**config.mk**
```make
export PLATFORM = sky130hd
export DESIGN_NAME = array_drain
export DESIGN_NICKNAME = d
export VERILOG_FILES = /design/src/rtl/array_pkg.sv /design/src/rtl/array_sat_narrow.sv /design/src/rtl/array_drain.sv
export SDC_FILE = /design/constraint.sdc
export NUM_CORES = 1
export LEC_CHECK = 0
export CORE_ASPECT_RATIO = 1.2
export CORE_MARGIN = 1
export CORE_UTILIZATION = 42
export CTS_BUF_LIST = sky130_fd_sc_hd__clkbuf_8
export DETAILED_ROUTE_END_ITERATION = 8
export GPL_ROUTABILITY_DRIVEN = 0
export PLACE_DENSITY = 0.69
export SLEW_MARGIN = 5
export SYNTH_ARGS = -nofsm -noshare
export SYNTH_HDL_FRONTEND = slang
export SYNTH_HIERARCHICAL = 1
export SYNTH_SLANG_ARGS = --single-unit
```
**constraint.sdc**
```tcl
create_clock -name clk -period 2.2 [get_ports clk]
set_clock_uncertainty 0.1 [all_clocks]
set_input_delay 0.44 -clock clk [delete_from_list [all_inputs] [get_ports clk]]
set_output_delay 0.44 -clock clk [all_outputs]
set_load 0.1 [all_outputs]
```
**src/rtl/array_pkg.sv**
```systemverilog
// array_pkg: shared defaults, occupancy encoding and the shift/saturate helper used by the
// array_drain output stage.
//   D_W_ACC_DEF / N_DEF : default accumulator width and lane count
//   occ_e               : buffer occupancy (enum value equals the number of stored vectors)
//   sat_shift()         : arithmetic right shift followed by signed clipping to out_w bits
package array_pkg;

  localparam int unsigned D_W_ACC_DEF = 16;
  localparam int unsigned N_DEF       = 3;
  // Working width of the helper; accumulator and output widths must not exceed it.
  localparam int unsigned SAT_W       = 32;

  typedef enum logic [1:0] {
    StEmpty = 2'd0,
    StOne   = 2'd1,
    StTwo   = 2'd2
  } occ_e;

  typedef struct packed {
    logic signed [SAT_W-1:0] value;
    logic                    sat;
  } sat_res_t;

  function automatic sat_res_t sat_shift(input logic signed [SAT_W-1:0] value,
                                         input int unsigned             shift,
                                         input int unsigned             out_w);
    sat_res_t                res;
    logic signed [SAT_W-1:0] shifted;
    logic signed [SAT_W-1:0] hi;
    logic signed [SAT_W-1:0] lo;
    shifted = value >>> shift;
    hi      = $signed((SAT_W'(1) << (out_w - 1)) - SAT_W'(1));
    lo      = ~hi;  // -2^(out_w-1)
    res.sat = 1'b1;
    if (shifted > hi) begin
      res.value = hi;
    end else if (shifted < lo) begin
      res.value = lo;
    end else begin
      res.value = shifted;
      res.sat   = 1'b0;
    end
    return res;
  endfunction

endpackage

```
**src/rtl/array_sat_narrow.sv**
```systemverilog
// array_sat_narrow: combinational narrowing of one signed accumulator value.
//   value_i : signed D_W_ACC-bit accumulator
//   value_o : signed OUT_W-bit result of (value_i >>> SHIFT), clipped to the OUT_W range
//   sat_o   : high when clipping was applied
module array_sat_narrow
  import array_pkg::*;
#(
  parameter int unsigned D_W_ACC = D_W_ACC_DEF,
  parameter int unsigned OUT_W   = 8,
  parameter int unsigned SHIFT   = 0
) (
  input  logic signed [D_W_ACC-1:0] value_i,
  output logic signed [OUT_W-1:0]   value_o,
  output logic                      sat_o
);

  sat_res_t res;
  logic     unused_hi;

  always_comb begin
    // Size cast of a signed operand sign-extends into the helper's working width.
    res     = sat_shift(SAT_W'(value_i), SHIFT, OUT_W);
    value_o = res.value[OUT_W-1:0];
    sat_o   = res.sat;
  end

  // After clipping the upper bits are pure sign copies.
  assign unused_hi = ^res.value[SAT_W-1:OUT_W];

endmodule

```
**src/rtl/array_drain.sv**
```systemverilog
// array_drain: two-entry snapshot buffer behind the N-lane MAC array, streamed out one lane
// per beat with shift and saturation.
//   clk, rst       : clock, synchronous active-high reset
//   capture/result : snapshot request and the N accumulator values
//   m_data/m_valid/m_ready/m_lane/m_last/m_sat : valid/ready output stream
//   drop           : one-cycle pulse after a capture was refused (buffer full)
module array_drain
  import array_pkg::*;
#(
  parameter int unsigned D_W_ACC = D_W_ACC_DEF,
  parameter int unsigned N       = N_DEF,
  parameter int unsigned OUT_W   = 8,
  parameter int unsigned SHIFT   = 0,
  localparam int unsigned LW     = (N > 1) ? $clog2(N) : 1
) (
  input  logic                      clk,
  input  logic                      rst,
  input  logic                      capture,
  input  logic signed [D_W_ACC-1:0] result [N],
  output logic signed [OUT_W-1:0]   m_data,
  output logic                      m_valid,
  input  logic                      m_ready,
  output logic [LW-1:0]             m_lane,
  output logic                      m_last,
  output logic                      m_sat,
  output logic                      drop
);

  localparam logic [LW-1:0] LastLane = LW'(N - 1);

  logic signed [D_W_ACC-1:0] slot_q [2][N];
  logic signed [D_W_ACC-1:0] slot_d [2][N];
  occ_e                      state_q, state_d;
  logic                      wp_q, wp_d;
  logic                      rp_q, rp_d;
  logic [LW-1:0]             ln_q, ln_d;
  logic                      drop_q, drop_d;

  logic beat;
  logic final_beat;
  logic accept;

  assign m_valid    = (state_q != StEmpty);
  assign beat       = m_valid & m_ready;
  assign final_beat = beat & (ln_q == LastLane);
  // A full buffer still takes a capture when the head vector retires this cycle: the freed
  // slot is the one wp already points at.
  assign accept     = capture & ((state_q != StTwo) | final_beat);

  always_comb begin
    slot_d = slot_q;
    if (accept) begin
      slot_d[wp_q] = result;
    end
    wp_d   = wp_q ^ accept;
    rp_d   = rp_q ^ final_beat;
    drop_d = capture & ~accept;

    ln_d = ln_q;
    if (final_beat) begin
      ln_d = '0;
    end else if (beat) begin
      ln_d = ln_q + LW'(1);
    end

    state_d = state_q;
    unique case (state_q)
      StEmpty: if (accept) state_d = StOne;
      StOne: begin
        if (accept && !final_beat)      state_d = StTwo;
        else if (final_beat && !accept) state_d = StEmpty;
      end
      StTwo:   if (final_beat && !accept) state_d = StOne;
      default: state_d = StEmpty;
    endcase
  end

  always_ff @(posedge clk) begin
    if (rst) begin
      slot_q  <= '{default: '0};
      state_q <= StEmpty;
      wp_q    <= 1'b0;
      rp_q    <= 1'b0;
      ln_q    <= '0;
      drop_q  <= 1'b0;
    end else begin
      slot_q  <= slot_d;
      state_q <= state_d;
      wp_q    <= wp_d;
      rp_q    <= rp_d;
      ln_q    <= ln_d;
      drop_q  <= drop_d;
    end
  end

  array_sat_narrow #(
    .D_W_ACC (D_W_ACC),
    .OUT_W   (OUT_W),
    .SHIFT   (SHIFT)
  ) u_sat (
    .value_i (slot_q[rp_q][ln_q]),
    .value_o (m_data),
    .sat_o   (m_sat)
  );

  assign m_lane = ln_q;
  assign m_last = (ln_q == LastLane);
  assign drop   = drop_q;

endmodule

```
==> metrics.log <==
[metrics] clock latency at the later pin of the worst-skew pair: 0.35 ns
[metrics] synthesis warning total: 6
[metrics] number of antenna violations at the first check in global routing: 0
[metrics] violations in the final reports: negative setup slack
[metrics] kind of start point of the critical path: register
[metrics] total count of max-transition violations in the final report: 0
[metrics] total track usage: 19.79%
[metrics] run status: finished with violations
[metrics] Req. time, crit path: 1.66 ns
[metrics] number of nets in the finished design: 622
[metrics] synthesized area per cell: 10.09 µm²
[metrics] count of distinct cell types in the synthesized netlist: 34
[metrics] maximum fanout encountered on the critical timing path: 15
[metrics] clock period minus worst slack: 2.885 ns
[metrics] synthesized netlist cell count: 470
[metrics] clock-pin slew on the worst setup and hold paths: 0.09 ns
[metrics] Residual DRC: 0
[metrics] number of buffers added by the clock tree synthesis step: 9
[metrics] overall routed net length: 11220 µm
[metrics] horizontal die dimension: 99.01 µm
[metrics] core box area: 11040 µm²
[metrics] Setup WS post-layout: -0.6854 ns
[metrics] maximum number of pins on one net before global-route repair: 28
[metrics] worst slew pin tran: 0.5929 ns
[metrics] category of the worst setup path capture point: output pin
[metrics] portion of the clock cycle consumed by the worst path in the final layout: 131.2%
[metrics] worst path arrival time: 2.35 ns
[metrics] most congested layer reported by global routing: met2
[metrics] M2 GR Usage: 33.61%
[metrics] number of sinks handled by clock tree synthesis: 103
[metrics] standard-cell row count: 42
[metrics] max cap viols: 0
[metrics] Synth async-reset ratio: 0%
[metrics] dominant cells by area after synthesis: sky130_fd_sc_hd__dfxtp_1, sky130_fd_sc_hd__mux2i_1, sky130_fd_sc_hd__nor2_1
[metrics] count of pins on the block boundary: 66
[metrics] library cell with the highest instance count after synthesis: sky130_fd_sc_hd__mux2i_1
[metrics] Pwr per Cell Area: 724.9 nW/µm²
[metrics] static leakage: 0.002386 µW
[metrics] number of design-rule violations left by the first detailed-router iteration: 172
[metrics] area overhead of the layout relative to synthesis: 38.22%
[metrics] number of routed nets with antenna violations: 0
[metrics] final-report hold violation count: 0
[metrics] Synth Cell Area: 4743 µm²
[metrics] class of the tightest hold or removal check: reg -> reg
[metrics] first-pass GRT wire length: 18200 µm
[metrics] total via count after detailed routing: 3672
[metrics] GR Util met1: 24.89%
[metrics] worst slew margin relative to its limit: 60.47%
[metrics] Pre-Repair DR Iteration Count: 4
[metrics] dominant register cell in the synthesized netlist: sky130_fd_sc_hd__dfxtp_1
[metrics] CTS root buffer: sky130_fd_sc_hd__clkbuf_8
[metrics] routed wirelength normalized by instance count: 15.98 µm
[metrics] fraction of final layout cells sized beyond drive strength 1: 23.51%
[metrics] Setup Viol. Count Final: 9
[metrics] vias in the first global route: 3705
[metrics] global-route met3 utilization: 3.607%
[metrics] # H-tree levels: 3
[metrics] overall overflow remaining after global route: 0
[metrics] total placed instance area: 6235 µm²
[metrics] number of port buffers: 65
[metrics] Synth top cells by count: sky130_fd_sc_hd__mux2i_1, sky130_fd_sc_hd__dfxtp_1, sky130_fd_sc_hd__nor2_1
[metrics] CTS tree: done
[metrics] largest vdd supply drop: 0.0004358 V
[metrics] share of the synthesized area in the top cell type: 43.47%
[metrics] number of flip-flops and latches in the synthesized netlist: 103
[metrics] Die ar.: 11720 µm²
[metrics] Initial Utilization: 42.98%
[metrics] half-perimeter wire length of the detailed placement result: 8355 µm
[metrics] biggest area consumer among synthesized cells: sky130_fd_sc_hd__dfxtp_1
[metrics] number of nets in the synthesized netlist: 525
[metrics] setup repair after global routing missed its margin: true
[metrics] Worst Setup Path Type: reg -> out
[metrics] post-placement setup slack: -0.3287 ns
[metrics] achievable clock frequency: 346.6 MHz
[metrics] proportion of synthesized chip area in sequential cells: 43.47%
[metrics] floorplan die height: 118.4 µm
[metrics] clock buffer depth: 2
[metrics] area of all placed cells without fillers: 6556 µm²
[metrics] Vias/cell: 5.231
[metrics] number of enable-type register cells in the synthesized netlist: 0
[metrics] Design Power: 4752 µW
[metrics] # diodes: 0
cells by family after synthesis:
group	count (synthesis)	share of synthesized area [%]
AO/OA/AOI/OAI	32	5.355
XOR/XNOR	1	0.1847
adder cells (fa/ha/maj)	3	0.7914
buffers and inverters	42	5.856
flip-flops	103	43.47
multiplexers	145	30.60
AND/OR/NAND/NOR	144	13.74
registers in the layout, summed over array words and instances, names as in the netlist:
register and count:
state_q 2, rp_q 1, m_lane 2, wp_q 1
slot_q 96, drop 1
repair_timing:
action	4_1_cts	5_1_grt
gates cloned	0	0
setup endpoints to repair	9	9
setup buffers	2	4
resized for setup	6	18
hold buffers	0	0
pin swaps	1	16
layout make-up:
class	count	area (µm²)
clock buffers	10	137.6
well taps	132	165.2
flip-flops and latches	103	2073
clock inverters	4	25.02
fillers	928	4479
inverters	2	7.507
multi-input cells	325	2765
repair buffers	126	1383
final timing paths:
| check | from | endpoint | slack (ns) | depth (start not counted) |
|---|---|---|---|---|
| max | rp_q$_SDFF_PP0_ | m_data[1] | -0.69 | 8 |
| min | slot_q[95]$_SDFFE_PP0P_ | slot_q[95]$_SDFFE_PP0P_ | 0.40 | 2 |
| max reg2reg | m_lane[0]$_SDFFE_PP0P_ | slot_q[57]$_SDFFE_PP0P_ | 0.15 | 10 |
| min reg2reg | slot_q[95]$_SDFFE_PP0P_ | slot_q[95]$_SDFFE_PP0P_ | 0.40 | 2 |
critical path, stage by stage, from the launching register on:
cell,delay (ns)
sky130_fd_sc_hd__dfxtp_4,0.39
sky130_fd_sc_hd__buf_12,0.17
sky130_fd_sc_hd__mux2i_1,0.35
sky130_fd_sc_hd__o221ai_2,0.18
sky130_fd_sc_hd__nor4_2,0.26
sky130_fd_sc_hd__nand2_2,0.15
sky130_fd_sc_hd__buf_6,0.17
sky130_fd_sc_hd__a2bb2oi_4,0.15
sky130_fd_sc_hd__buf_12,0.16
stage by stage:
step	cells	hold WS, ns	TNS, ns	utilization [%]
2_1_floorplan	470	0.3596	-47.05	-
3_3_place_gp	682	0.3719	-2.771	56.50
3_5_place_dp	682	0.3795	-3.208	56.50
4_1_cts	698	0.4034	-5.958	58.38
5_1_grt	702	0.4270	-6.471	59.41
6_report	702	0.3977	-5.812	59.41
cell usage in the layout, fill, tap and decap left out, drive strengths merged, types with 6 or more instances in the layout:
cell	netlist	final
mux2i	145	145
dfxtp	103	103
nor2	99	99
buf	29	76
clkdlybuf4s50	0	50
or3	18	18
o221ai	16	16
clkbuf	11	10
nand3	9	9
a2bb2oi	7	7
nand2	6	6
report_power, final:
group	switching, µW	internal (µW)	leakage (µW)	total, µW
registers	77.7	1980	0.000844	2060
logic	905	754	0.00146	1660
clock network	605	427	0.0000854	1030
routing by layer:
metal / part of all wire, % / vias to the layer above
li1: - / 1848
met1: 44 / 1740
met2: 50 / 64
met3: 3.2 / 20
met4: 2.5 / 0
met5: 0 / -
No activity file was read; power rests on OpenSTA's default activity.
